`config.mk`:
```
export PLATFORM = sky130hd
export DESIGN_NAME = msh_rd_dp
export DESIGN_NICKNAME = d
export VERILOG_FILES = /design/src/rtl/msh_rd_dp.sv
export SDC_FILE = /design/constraint.sdc
export NUM_CORES = 1
export LEC_CHECK = 0
export BUFFER_PORTS_ARGS = -buffer_cell sky130_fd_sc_hd__buf_2
export CELL_PAD_IN_SITES_DETAIL_PLACEMENT = 1
export CELL_PAD_IN_SITES_GLOBAL_PLACEMENT = 2
export CORE_AREA = 2 2 209 252
export DETAILED_ROUTE_END_ITERATION = 10
export DIE_AREA = 0 0 211 254
export PLACE_DENSITY_LB_ADDON = 0.2
export SYNTH_ARGS = -nofsm -noshare
export SYNTH_HDL_FRONTEND = slang
export SYNTH_SLANG_ARGS = --single-unit
```
`constraint.sdc`:
```
create_clock -name mclk -period 6.7 [get_ports mclk]
set_input_delay 1.675 -clock mclk [delete_from_list [all_inputs] [get_ports mclk]]
set_output_delay 1.675 -clock mclk [all_outputs]
set_load 0.1 [all_outputs]
```
`src/rtl/msh_rd_dp.sv`:
```
// msh_rd_dp: mesh read datapath -- takes tagged reads, issues them to a fixed-latency bank, returns them in order.
// Optional feature macro MSH_RD_DP_PAR_EN adds per-entry even-parity storage and an o_rrsp_perr flag.
module msh_rd_dp #(
  parameter int ADDR_W    = 14,
  parameter int DATA_W    = 64,
  parameter int TAG_W     = 8,
  parameter int MEM_LAT   = 2,
  parameter int RSP_DEPTH = 8
) (
  input  logic              mclk,
  input  logic              mrst,
  input  logic              i_rreq_vld,
  output logic              o_rreq_rdy,
  input  logic [ADDR_W-1:0] i_rreq_addr,
  input  logic [TAG_W-1:0]  i_rreq_tag,
  output logic              o_mem_ren,
  output logic [ADDR_W-1:0] o_mem_raddr,
  input  logic [DATA_W-1:0] i_mem_rdata,
`ifdef MSH_RD_DP_PAR_EN
  input  logic              i_mem_rpar,
`endif
  output logic              o_rrsp_vld,
  input  logic              i_rrsp_rdy,
  output logic [DATA_W-1:0] o_rrsp_data,
  output logic [TAG_W-1:0]  o_rrsp_tag,
`ifdef MSH_RD_DP_PAR_EN
  output logic              o_rrsp_perr,
`endif
  output logic              o_rd_idle
);

  localparam int RESV_W = $clog2(RSP_DEPTH + 1);
  localparam int PTR_W  = $clog2(RSP_DEPTH);
  localparam logic [RESV_W-1:0] RESV_MAX = RESV_W'(RSP_DEPTH);
  localparam logic [PTR_W-1:0]  PTR_LAST = PTR_W'(RSP_DEPTH - 1);

  typedef struct packed {
`ifdef MSH_RD_DP_PAR_EN
    logic              par;
`endif
    logic [TAG_W-1:0]  tag;
    logic [DATA_W-1:0] data;
  } rsp_ent_t;

  logic [MEM_LAT:0]  tp_vld_q, tp_vld_d;
  logic [TAG_W-1:0]  tp_tag_q [MEM_LAT+1];
  logic [TAG_W-1:0]  tp_tag_d [MEM_LAT+1];
  logic [ADDR_W-1:0] mem_raddr_q, mem_raddr_d;
  logic [RESV_W-1:0] resv_q, resv_d;
  logic [RESV_W-1:0] cnt_q, cnt_d;
  logic [PTR_W-1:0]  wptr_q, wptr_d;
  logic [PTR_W-1:0]  rptr_q, rptr_d;
  rsp_ent_t          fifo_q [RSP_DEPTH];
  rsp_ent_t          fifo_d [RSP_DEPTH];
  rsp_ent_t          wr_ent;
  rsp_ent_t          head;
  logic              accept;
  logic              fifo_wr;
  logic              fifo_pop;
  logic              fifo_empty;
  logic              fifo_full;

  // Ready depends only on the reservation count, so a pop frees a slot one cycle later.
  assign o_rreq_rdy = ~mrst & (resv_q < RESV_MAX);

  always_comb begin
    accept      = i_rreq_vld & o_rreq_rdy;
    fifo_empty  = (cnt_q == '0);
    fifo_full   = (cnt_q == RESV_MAX);
    fifo_wr     = tp_vld_q[MEM_LAT];
    fifo_pop    = ~fifo_empty & i_rrsp_rdy;

    tp_vld_d    = {tp_vld_q[MEM_LAT-1:0], accept};
    tp_tag_d[0] = i_rreq_tag;
    for (int k = 1; k <= MEM_LAT; k++) begin
      tp_tag_d[k] = tp_tag_q[k-1];
    end

    mem_raddr_d = accept ? i_rreq_addr : mem_raddr_q;

    wr_ent      = '0;
    wr_ent.data = i_mem_rdata;
    wr_ent.tag  = tp_tag_q[MEM_LAT];
`ifdef MSH_RD_DP_PAR_EN
    wr_ent.par  = i_mem_rpar;
`endif

    fifo_d = fifo_q;
    if (fifo_wr) begin
      fifo_d[wptr_q] = wr_ent;
    end

    wptr_d = wptr_q;
    if (fifo_wr) begin
      wptr_d = (wptr_q == PTR_LAST) ? '0 : wptr_q + PTR_W'(1);
    end
    rptr_d = rptr_q;
    if (fifo_pop) begin
      rptr_d = (rptr_q == PTR_LAST) ? '0 : rptr_q + PTR_W'(1);
    end

    unique case ({fifo_wr, fifo_pop})
      2'b10:   cnt_d = cnt_q + RESV_W'(1);
      2'b01:   cnt_d = cnt_q - RESV_W'(1);
      default: cnt_d = cnt_q;
    endcase

    unique case ({accept, fifo_pop})
      2'b10:   resv_d = resv_q + RESV_W'(1);
      2'b01:   resv_d = resv_q - RESV_W'(1);
      default: resv_d = resv_q;
    endcase
  end

  // Reset clears every valid in the tag pipe, so bank data still in flight is never captured.
  always_ff @(posedge mclk) begin
    if (mrst) begin
      tp_vld_q    <= '0;
      mem_raddr_q <= '0;
      resv_q      <= '0;
      cnt_q       <= '0;
      wptr_q      <= '0;
      rptr_q      <= '0;
    end else begin
      tp_vld_q    <= tp_vld_d;
      mem_raddr_q <= mem_raddr_d;
      resv_q      <= resv_d;
      cnt_q       <= cnt_d;
      wptr_q      <= wptr_d;
      rptr_q      <= rptr_d;
    end
  end

  always_ff @(posedge mclk) begin
    tp_tag_q <= tp_tag_d;
    fifo_q   <= fifo_d;
  end

  assign head        = fifo_q[rptr_q];
  assign o_mem_ren   = tp_vld_q[0];
  assign o_mem_raddr = mem_raddr_q;
  assign o_rrsp_vld  = ~fifo_empty;
  assign o_rrsp_data = o_rrsp_vld ? head.data : '0;
  assign o_rrsp_tag  = o_rrsp_vld ? head.tag : '0;
  assign o_rd_idle   = (resv_q == '0);
`ifdef MSH_RD_DP_PAR_EN
  assign o_rrsp_perr = o_rrsp_vld & ((^head.data) != head.par);
`endif

  a_no_ovfl: assert property (@(posedge mclk) disable iff (mrst) !(fifo_wr && fifo_full));
  a_resv_rng: assert property (@(posedge mclk) disable iff (mrst) resv_q <= RESV_MAX);
  a_cnt_le_resv: assert property (@(posedge mclk) disable iff (mrst) cnt_q <= resv_q);

endmodule

```
==> run summary, run 1 <==
status: finished, final reports clean
final hold violation count: 0
register area share after synthesis: 77.3%
storage element area: 18,400 µm²
Buffers on Ports: 179
Critical Path End: o_rrsp_tag[5]
Die ar.: 53,600 µm²
Async SR Flop Fraction: 0%
all-layer global routing usage: 18.9%
IO Pins: 180
R2R depth: 10
GPL Wtd Cong: 0.697
PD cells: 351 nW/µm²
syn_nets: 1,208
design area: 27,600 µm²
Placed Area: 25,400 µm²
Post-synth EDFFs: 576
CP max stage delay: 0.70 ns
CTS buffer count: 61
Die X: 211 µm
Die H: 254 µm
post-synthesis cell count: 1,108
synth cell count leaders: 576 x edfxtp_1, 144 x mux4_2, 88 x nor2_1, 75 x mux2i_1, 55 x dfxtp_1
clk_skew: 0.0184 ns
Avg Inst Size Synth: 21.5 µm²
Max Cap Viol: 0
Clock Tree Buf Depth: 3
worst endpoint data arrival time: 3.04 ns
Final Setup Violations: 0
vias in the first global route: 12,200
CTS tree: done
synth top area cells: edfxtp_1 73%, mux4_2 14%, dfxtp_1 4.6%
DRT Pass-1 Iters: 4
Pwr Total: 9.70 mW
Crit Path Class: flop to output pin
slew margin rel.: 30.5%
startpoint types: flop
Syn. warnings: 0
r2r setup slk: 3.69 ns
clock slew at reported path FFs: 0.06 ns
share of the synthesized area in the top cell type: 72.7%
Worst Hold Class: flop to flop
Hold-fix buffers, CTS: 0
top-count cell post-synth: edfxtp_1
Yosys reg bits: 631
first-pass GRT wire length: 74.8 mm
P_leak: 8.95 nW
Initial Util: 46.6%
clk sinks: 631
Worst setup EP type: output pin
drt wl/cell: 24.5 µm
Max Slew Vio Count: 0
DP HPWL: 26.6 mm
synth unique cells: 32
RSZ-0062 raised after global routing: no
CP startpoint: rptr_q[1]
DR vias: 11,200
antenna violations before repair: 5
DRT iter0 DRCs: 807
HP Start: tp_tag_d[4]
f_max: 0.212 GHz
Fillers: 4,459
largest net degree at the start of global routing: 81
Worst-Margin Slew: 1.04 ns
grt ovf: 0
DR DRC count: 0
TNS Setup: 0 ns
Root Driver: clkbuf_16
fin worst setup slack: 1.99 ns
Multi-input gate area: 5090 µm²
worst path required time: 5.03 ns
share of layout cells above drive strength 1: 33.4%
crit path max fanout: 35
Mapped Area: 23,800 µm²
site row count: 91
Final #Nets: 1,419
critical path cell sequence: buf_4, mux4_2, mux2i_1, nor2_1, buf_2
# resized after CTS: 0
synth-to-layout area growth: 16.0%
VDD IR max: 219 µV
Post-synth top flop: edfxtp_1
final wirelength: 49.7 mm
Worst path slowest cell: dfxtp_4
reg-to-reg endpoint: resv_q[3]
area leader, netlist: edfxtp_1
fin crit share: 70.3%
Reg-to-Reg Start: cnt_q[0]
Setup Buffers After CTS: 0
ANT nets after route: 0
Core Area: 51,100 µm²
Tmin final: 4.71 ns
# H-tree levels: 2
Setup WS pre-CTS: 2.12 ns
Via density: 5.51
Clk Latency, worst-skew pair: 0.61 ns
==> metrics by stage <==
step	instances	util (%)	hold slack [ns]
finish	2026	54.0	0.328
global placement	1907	49.8	0.313
CTS	2022	54.0	0.330
detailed placement	1907	49.8	0.316
floorplan	1108	-	0.310
global route	2025	54.0	0.334
==> sequential cells by signal, summed over array words and instances (netlist names) <==
name / flops
rptr_q: 3
tp_vld_q: 3
cnt_q: 4
wptr_q: 3
o_mem_raddr: 14
fifo_q: 576
resv_q: 4
tp_tag_q: 8
tp_tag_d: 16
==> logic make-up (layout without fill, tap and decap cells) <==
family | count (synthesis) | after routing | share of synthesized area [%]
simple gates | 150 | 150 | 2.90
compound gates | 31 | 31 | 0.678
xor+xnor | 6 | 6 | 0.221
flops | 631 | 631 | 77.3
fa+ha+maj | 10 | 10 | 0.526
buf+inv | 60 | 323 | 1.57
other cells | 0 | 4 | 0
mux | 220 | 220 | 16.8
==> worst max-delay path, delay by kind of cell, from the launching register on <==
family                 cells  cell delay [ns]
buffers and inverters      2             1.06
DFF                        1             0.70
muxes                      2             0.38
and+or+nand+nor            1             0.25
==> final cells by class <==
cell class / count / share of cell area, %
flip-flops and latches: 631 / 66.7
clock inverters: 33 / 1.45
repair buffers: 204 / 4.06
well taps: 651 / 2.95
clock buffers: 82 / 6.34
multi-input cells: 417 / 18.4
diodes: 4 / 0.0363
inverters: 4 / 0.0544
==> layer usage <==
metal / global-route usage [%] / part of all wire, %
met1: 24.4 / 42
met2: 33.1 / 52
met3: 3.32 / 4.0
met4: 4.99 / 1.7
met5: 0 / 0.042
==> worst min path at each step <==
stage,slack [ns],depth (start not counted),to
CTS,0.33,0,tp_tag_q[5]
floorplan,0.31,0,tp_tag_d[0]
detailed placement,0.32,0,tp_tag_q[5]
global placement,0.31,0,tp_tag_q[5]
finish,0.33,0,tp_tag_q[4]
global route,0.33,0,tp_tag_d[1]
==> where the power goes <==
| part | internal [mW] | switching, mW |
|---|---|---|
| combinational | 0.404 | 1.32 |
| sequential | 4.33 | 0.0373 |
| clock | 2.18 | 1.44 |
| total | 6.91 | 2.79 |
==> layout by cell type, fill, tap and decap left out, drive strengths merged, types with 2 or more instances in the layout <==
cell and n:
inv 5, ha 10, nor2b 5, clkbuf 82, xor2 6, nor4 2, nor3 3, bufinv 9
clkinv 19, mux4 144, mux2i 75, dfxtp 55, diode 4, o21ai 20, or3 3, clkinvlp 4
nor2 88, a21oi 9, nand2 23, nor4bb 2, buf 204, nor4b 2, nand2b 17, edfxtp 576
nand4b 2, nand3 2
No activity file was read; power rests on OpenSTA's default activity.
==> inputs of run 2 (changes only) <==
--- a/config.mk
+++ b/config.mk
@@ -8,9 +8,9 @@
 export BUFFER_PORTS_ARGS = -buffer_cell sky130_fd_sc_hd__buf_2
 export CELL_PAD_IN_SITES_DETAIL_PLACEMENT = 1
 export CELL_PAD_IN_SITES_GLOBAL_PLACEMENT = 2
-export CORE_AREA = 2 2 209 252
+export CORE_AREA = 2 2 221 266
 export DETAILED_ROUTE_END_ITERATION = 10
-export DIE_AREA = 0 0 211 254
+export DIE_AREA = 0 0 223 268
 export PLACE_DENSITY_LB_ADDON = 0.2
 export SYNTH_ARGS = -nofsm -noshare
 export SYNTH_HDL_FRONTEND = slang
==> constraint.sdc (replaced) <==
create_clock -name mclk -period 4.3 [get_ports mclk]
set_input_delay 1.075 -clock mclk [delete_from_list [all_inputs] [get_ports mclk]]
set_output_delay 1.075 -clock mclk [all_outputs]
set_load 0.1 [all_outputs]
==> run 2 against run 1 <==
Compared with the run above: critical path depth is the same; design area grew 0.54%; register-to-register slack lost 2.3 ns; sequential power grew 56%; sequential share of layout area shrank 0.36 points; via count grew 0.72%; count of clock-buffer cells in the layout shrank 7; critical path type unchanged; global-route usage shrank 1.2 points; largest power group unchanged; first-iteration DRC count shrank 24%; wire length grew 3.8%; largest cell class unchanged; highest routed layer unchanged; power grew 54%; utilization shrank 5.4 points.
==> run summary, run 2 (same netlist as run 1, synthesis figures left out) <==
worst hold slack: 0.329 ns (was 0.328 ns)
Final #Nets: 1,428 (was 1,419)
first-pass GRT wire length: 78.2 mm (was 74.8 mm)
# resized after CTS: 0 (unchanged)
worst endpoint data arrival time: 2.89 ns (was 3.04 ns)
R2R depth: 10 (unchanged)
antenna violations before repair: 8 (was 5)
DP HPWL: 28.5 mm (was 26.6 mm)
synth-to-layout area growth: 16.6% (was 16.0%)
Tmin final: 3.97 ns
GPL Wtd Cong: 0.679 (was 0.697)
grt ovf: 0 (unchanged)
Die ar.: 59,800 µm² (was 53,600 µm²)
clock slew at reported path FFs: 0.06 ns (about the same)
Clock Tree Buf Depth: 3 (unchanged)
Worst setup EP type: output pin (unchanged)
vias in the first global route: 12,400 (was 12,200)
share of layout cells above drive strength 1: 33.5% (was 33.4%)
Setup Buffers After CTS: 0 (unchanged)
CTS buffer count: 61 (unchanged)
Root Driver: clkbuf_16 (unchanged)
end point of the worst hold path: tp_tag_d[3] (was tp_tag_q[4])
Crit Path Class: flop to output pin (unchanged)
Worst path slowest cell: dfxtp_4 (unchanged)
P_leak: 8.96 nW (was 8.95 nW)
startpoint types: flop (unchanged)
Setup WS pre-CTS: 0.919 ns (was 2.12 ns)
Die H: 268 µm (was 254 µm)
Max Slew Vio Count: 0 (unchanged)
HP Start: tp_tag_d[11] (was tp_tag_d[4])
RSZ-0062 raised after global routing: no (unchanged)
hold depth: 0 (unchanged)
crit-path leading delay family: multiplexers (was buffers and inverters)
commonest non-fill, non-tap cells in the layout: 576 x edfxtp_1, 179 x buf_2, 144 x mux4_2 (unchanged)
critical path cell sequence: buf_12, mux4_2, mux2i_1, nor2_1, buf_2 (was buf_4, mux4_2, mux2i_1, nor2_1, buf_2)
Worst-Margin Slew: 0.795 ns (was 1.04 ns)
storage element area: 18,400 µm² (unchanged)
VDD IR max: 358 µV (was 219 µV)
final wirelength: 51.6 mm (was 49.7 mm)
Via density: 5.30 (was 5.51)
Initial Util: 41.7% (was 46.6%)
most common cell after layout, fill and taps aside: edfxtp_1 (unchanged)
CTS tree: done (unchanged)
DR vias: 11,200 (about the same)
reg-to-reg endpoint: resv_q[3] (unchanged)
fin crit share: 92.3%
IO Pins: 180 (unchanged)
Final Setup Violations: 0 (unchanged)
worst path required time: 3.22 ns (was 5.03 ns)
fin worst setup slack: 0.333 ns (was 1.99 ns)
slew margin rel.: 47.0% (was 30.5%)
Reg with most FFs: fifo_q (unchanged)
r2r setup slk: 1.44 ns (was 3.69 ns)
Die X: 223 µm (was 211 µm)
max reg flops: 576 (unchanged)
Pwr Total: 14.9 mW (was 9.70 mW)
crit path max fanout: 25 (was 35)
Multi-input gate area: 5110 µm² (was 5090 µm²)
Max Cap Viol: 0 (unchanged)
Fillers: 5,192 (was 4,459)
Clk Latency, worst-skew pair: 0.62 ns (was 0.61 ns)
status: finished, final reports clean (unchanged)
Core Area: 57,100 µm² (was 51,100 µm²)
Buffers on Ports: 179 (unchanged)
DRT iter0 DRCs: 614 (was 807)
clk_skew: 0.0250 ns (was 0.0184 ns)
drt wl/cell: 24.3 µm (was 24.5 µm)
largest net degree at the start of global routing: 61 (was 81)
PD cells: 538 nW/µm² (was 351 nW/µm²)
all-layer global routing usage: 17.6% (was 18.9%)
clk sinks: 631 (unchanged)
ANT nets after route: 0 (unchanged)
Reg-to-Reg Start: cnt_q[0] (unchanged)
f_max: 0.252 GHz
final hold violation count: 0 (unchanged)
DR DRC count: 0 (unchanged)
Hold-fix buffers, CTS: 0 (unchanged)
TNS Setup: 0 ns (unchanged)
site row count: 96 (was 91)
# H-tree levels: 2 (unchanged)
DRT Pass-1 Iters: 4 (unchanged)
WP buf/inv: 2 (unchanged)
Worst Hold Class: flop to flop (unchanged)
CP max stage delay: 0.75 ns (was 0.70 ns)
[run 2: cell types whose count changed in the layout (fill, tap and decap cells not counted), sizes merged]
cell      change
buf           +9
clkinv       +10
clkinvlp      -3
bufinv        -1
clkbuf        -7
inv           +1
[run 2: cell type report]
| type | count | area share [%] |
|---|---|---|
| Sequential cell | 631 | 66.3 |
| Multi-Input combinational cell | 417 | 18.4 |
| Clock buffer | 75 | 5.76 |
| Timing Repair Buffer | 213 | 4.60 |
| Tap cell | 735 | 3.31 |
| Clock inverter | 40 | 1.51 |
| Inverter | 4 | 0.0541 |
| Antenna cell | 4 | 0.0361 |
[run 2: worst max path at each step]
stage               startpoint              end  slack (ns)  cells past startpoint
floorplan            wptr_q[0]      fifo_q[100]        0.23                      2
global placement     rptr_q[0]  o_rrsp_data[51]        0.92                      5
detailed placement   rptr_q[0]  o_rrsp_data[22]        0.92                      5
CTS                  rptr_q[0]  o_rrsp_data[22]        0.23                      5
global route         rptr_q[0]  o_rrsp_data[15]        0.13                      5
finish               rptr_q[0]  o_rrsp_data[22]        0.33                      5
[run 2: through the flow]
stage / instances / area (µm²) / util [%]
after floorplan: 1108 / 23800 / -
final: 2119 / 27800 / 48.7
after global routing: 2119 / 27800 / 48.7
after detailed placement: 2000 / 25700 / 45.1
after CTS: 2115 / 27700 / 48.6
after global placement: 2000 / 25700 / 45.1
[run 2: report_power, final]
part | switching [mW] | leakage [nW] | total, mW | internal, mW
Clock | 2.25 | 0.992 | 5.38 | 3.12
Combinational | 2.07 | 2.32 | 2.73 | 0.658
Sequential | 0.0781 | 5.64 | 6.82 | 6.74
[run 2: routing by layer]
layer  part of all wire (%)  vias to the layer above  track usage [%]  wire (µm)
met4                    1.9                        8             5.01        956
met5                  0.099                        -                0         51
met1                     43                     5987             22.8      22200
met3                    4.3                       64             3.53       2230
li1                       -                     4949                -          -
met2                     51                      231             30.4      26100
==> inputs of run 3 (changes only) <==
--- a/config.mk
+++ b/config.mk
@@ -8,9 +8,9 @@
 export BUFFER_PORTS_ARGS = -buffer_cell sky130_fd_sc_hd__buf_2
 export CELL_PAD_IN_SITES_DETAIL_PLACEMENT = 1
 export CELL_PAD_IN_SITES_GLOBAL_PLACEMENT = 2
-export CORE_AREA = 2 2 221 266
+export CORE_AREA = 2 2 226 273
 export DETAILED_ROUTE_END_ITERATION = 10
-export DIE_AREA = 0 0 223 268
+export DIE_AREA = 0 0 228 275
 export PLACE_DENSITY_LB_ADDON = 0.2
 export SYNTH_ARGS = -nofsm -noshare
 export SYNTH_HDL_FRONTEND = slang
==> run 3 against run 2 <==
Compared with the run above: sequential share of layout area rose by 0.14 points; count of clock-buffer cells in the layout rose by 6; utilization fell by 2.6 points; clock skew rose by 0.0011 ns; combinational power barely moved; sequential cell count did not move; first-iteration DRC count rose by 8.3%; clock power fell by 7.2%; cell count rose by 3.3%; sequential power barely moved; die area rose by 4.9%; non-clock buffer count rose by 2; critical path type unchanged; largest cell class unchanged.
==> run summary, run 3 (same netlist as run 1, synthesis figures left out) <==
R2R depth: 9 (was 10)
ANT nets after route: 0 (unchanged)
CTS tree: done (unchanged)
worst path required time: 3.22 ns (about the same)
Clk Latency, worst-skew pair: 0.63 ns (was 0.62 ns)
Worst Hold Class: flop to flop (unchanged)
Placed Area: 25,900 µm² (was 25,700 µm²)
grt ovf: 0 (unchanged)
vias in the first global route: 12,400 (about the same)
CP max stage delay: 0.80 ns (was 0.75 ns)
DR DRC count: 0 (unchanged)
Max Cap Viol: 0 (unchanged)
Final #Nets: 1,430 (was 1,428)
DRT iter0 DRCs: 665 (was 614)
final hold violation count: 0 (unchanged)
Pint: 10.2 mW (was 10.5 mW)
VDD IR max: 322 µV (was 358 µV)
PD cells: 525 nW/µm² (was 538 nW/µm²)
Via density: 5.10 (was 5.30)
antenna violations before repair: 6 (was 8)
Die X: 228 µm (was 223 µm)
Setup WS pre-CTS: 0.813 ns (was 0.919 ns)
design area: 27,700 µm² (was 27,800 µm²)
Final Setup Violations: 0 (unchanged)
RSZ-0062 raised after global routing: no (unchanged)
share of layout cells above drive strength 1: 32.9% (was 33.5%)
P_leak: 8.88 nW (was 8.96 nW)
critical path cell sequence: buf_12, mux4_2, mux2i_1, nor2_1, buf_2 (unchanged)
site row count: 99 (was 96)
final wirelength: 52.3 mm (was 51.6 mm)
Root Driver: clkbuf_16 (unchanged)
Buffers on Ports: 179 (unchanged)
first-pass GRT wire length: 78.9 mm (was 78.2 mm)
startpoint types: flop (unchanged)
# H-tree levels: 2 (unchanged)
TNS Setup: 0 ns (unchanged)
worst endpoint data arrival time: 2.99 ns (was 2.89 ns)
CTS buffer count: 61 (unchanged)
fin crit share: 94.5% (was 92.3%)
max reg flops: 576 (unchanged)
all-layer global routing usage: 16.8% (was 17.6%)
Worst path slowest cell: dfxtp_4 (unchanged)
most common cell after layout, fill and taps aside: edfxtp_1 (unchanged)
Flop pwr share: 46.9% (was 45.7%)
Reg with most FFs: fifo_q (unchanged)
Hold-fix buffers, CTS: 0 (unchanged)
Setup Buffers After CTS: 0 (unchanged)
Tmin final: 4.06 ns (was 3.97 ns)
GPL Wtd Cong: 0.688 (was 0.679)
Die H: 275 µm (was 268 µm)
Worst-Margin Slew: 1.02 ns (was 0.795 ns)
commonest non-fill, non-tap cells in the layout: 576 x edfxtp_1, 179 x buf_2, 144 x mux4_2 (unchanged)
Clock Tree Buf Depth: 3 (unchanged)
IO Pins: 180 (unchanged)
# resized after CTS: 0 (unchanged)
clock power share: 34.3% (was 36.0%)
largest net degree at the start of global routing: 73 (was 61)
Sw Ratio: 30.1% (was 29.5%)
Worst setup EP type: output pin (unchanged)
synth-to-layout area growth: 16.4% (was 16.6%)
Crit Path Class: flop to output pin (unchanged)
hold depth: 0 (unchanged)
clk sinks: 631 (unchanged)
Die ar.: 62,700 µm² (was 59,800 µm²)
Core Area: 60,200 µm² (was 57,100 µm²)
DP HPWL: 29.1 mm (was 28.5 mm)
slew margin rel.: 31.8% (was 47.0%)
DR vias: 11,200 (about the same)
Max Slew Vio Count: 0 (unchanged)
Initial Util: 39.5% (was 41.7%)
drt wl/cell: 23.9 µm (was 24.3 µm)
clk_skew: 0.0261 ns (was 0.0250 ns)
status: finished, final reports clean (unchanged)
f_max: 0.246 GHz (was 0.252 GHz)
Psw: 4.38 mW (was 4.40 mW)
clock slew at reported path FFs: 0.06 ns (about the same)
fin worst setup slack: 0.237 ns (was 0.333 ns)
combinational share of power: 18.8% (was 18.3%)
DRT Pass-1 Iters: 6 (was 4)
crit path max fanout: 32 (was 25)
==> run 3: worst max-delay path, delay by kind of cell, from the launching register on <==
family                 cells  cell delay (ns)
flip-flops                 1             0.80
buffers and inverters      2             0.68
multiplexers               2             0.72
AND/OR/NAND/NOR            1             0.11
==> run 3: stage by stage <==
stage	hold WS, ns	total power, mW	util, %	std cells
floorplan	0.310	9.16	-	1108
global placement	0.310	9.73	43.0	2075
detailed placement	0.313	9.74	43.0	2075
CTS	0.328	14.7	46.0	2187
global route	0.328	15.1	46.0	2188
finish	0.324	14.6	46.0	2188
==> run 3: routing by layer <==
layer  vias up  part of all wire, %  track usage [%]
met5         -                0.076                0
met4         6                  2.0             4.47
met3        82                  4.3             3.39
met2       223                   50             28.8
met1      5907                   43             22.1
li1       4950                    -                -
==> run 3: area by class of cell <==
cell class	count	area, µm²
Sequential cell	631	18400
Clock buffer	81	1620
Inverter	4	15.0
Fill cell	5631	32500
Antenna cell	1	2.50
Timing Repair Buffer	215	1320
Clock inverter	31	216
Multi-Input combinational cell	417	5110
Tap cell	808	1010
==> run 3: worst paths after layout <==
check / from / to / slack [ns]
hold / removal: tp_tag_d[4] / tp_tag_q[4] / 0.32
hold reg to reg: tp_tag_d[4] / tp_tag_q[4] / 0.32
setup / recovery: rptr_q[0] / o_rrsp_tag[0] / 0.24
setup reg to reg: cnt_q[0] / resv_q[3] / 1.43
==> run 3: power groups by stage <==
stage	Sequential (mW)	Combinational [mW]	Clock, mW
5_1_grt	6.84	2.88	5.34
2_1_floorplan	6.99	2.17	0
4_1_cts	6.83	2.79	5.13
3_5_place_dp	6.96	2.79	0
3_3_place_gp	6.96	2.77	0
6_report	6.82	2.74	4.99
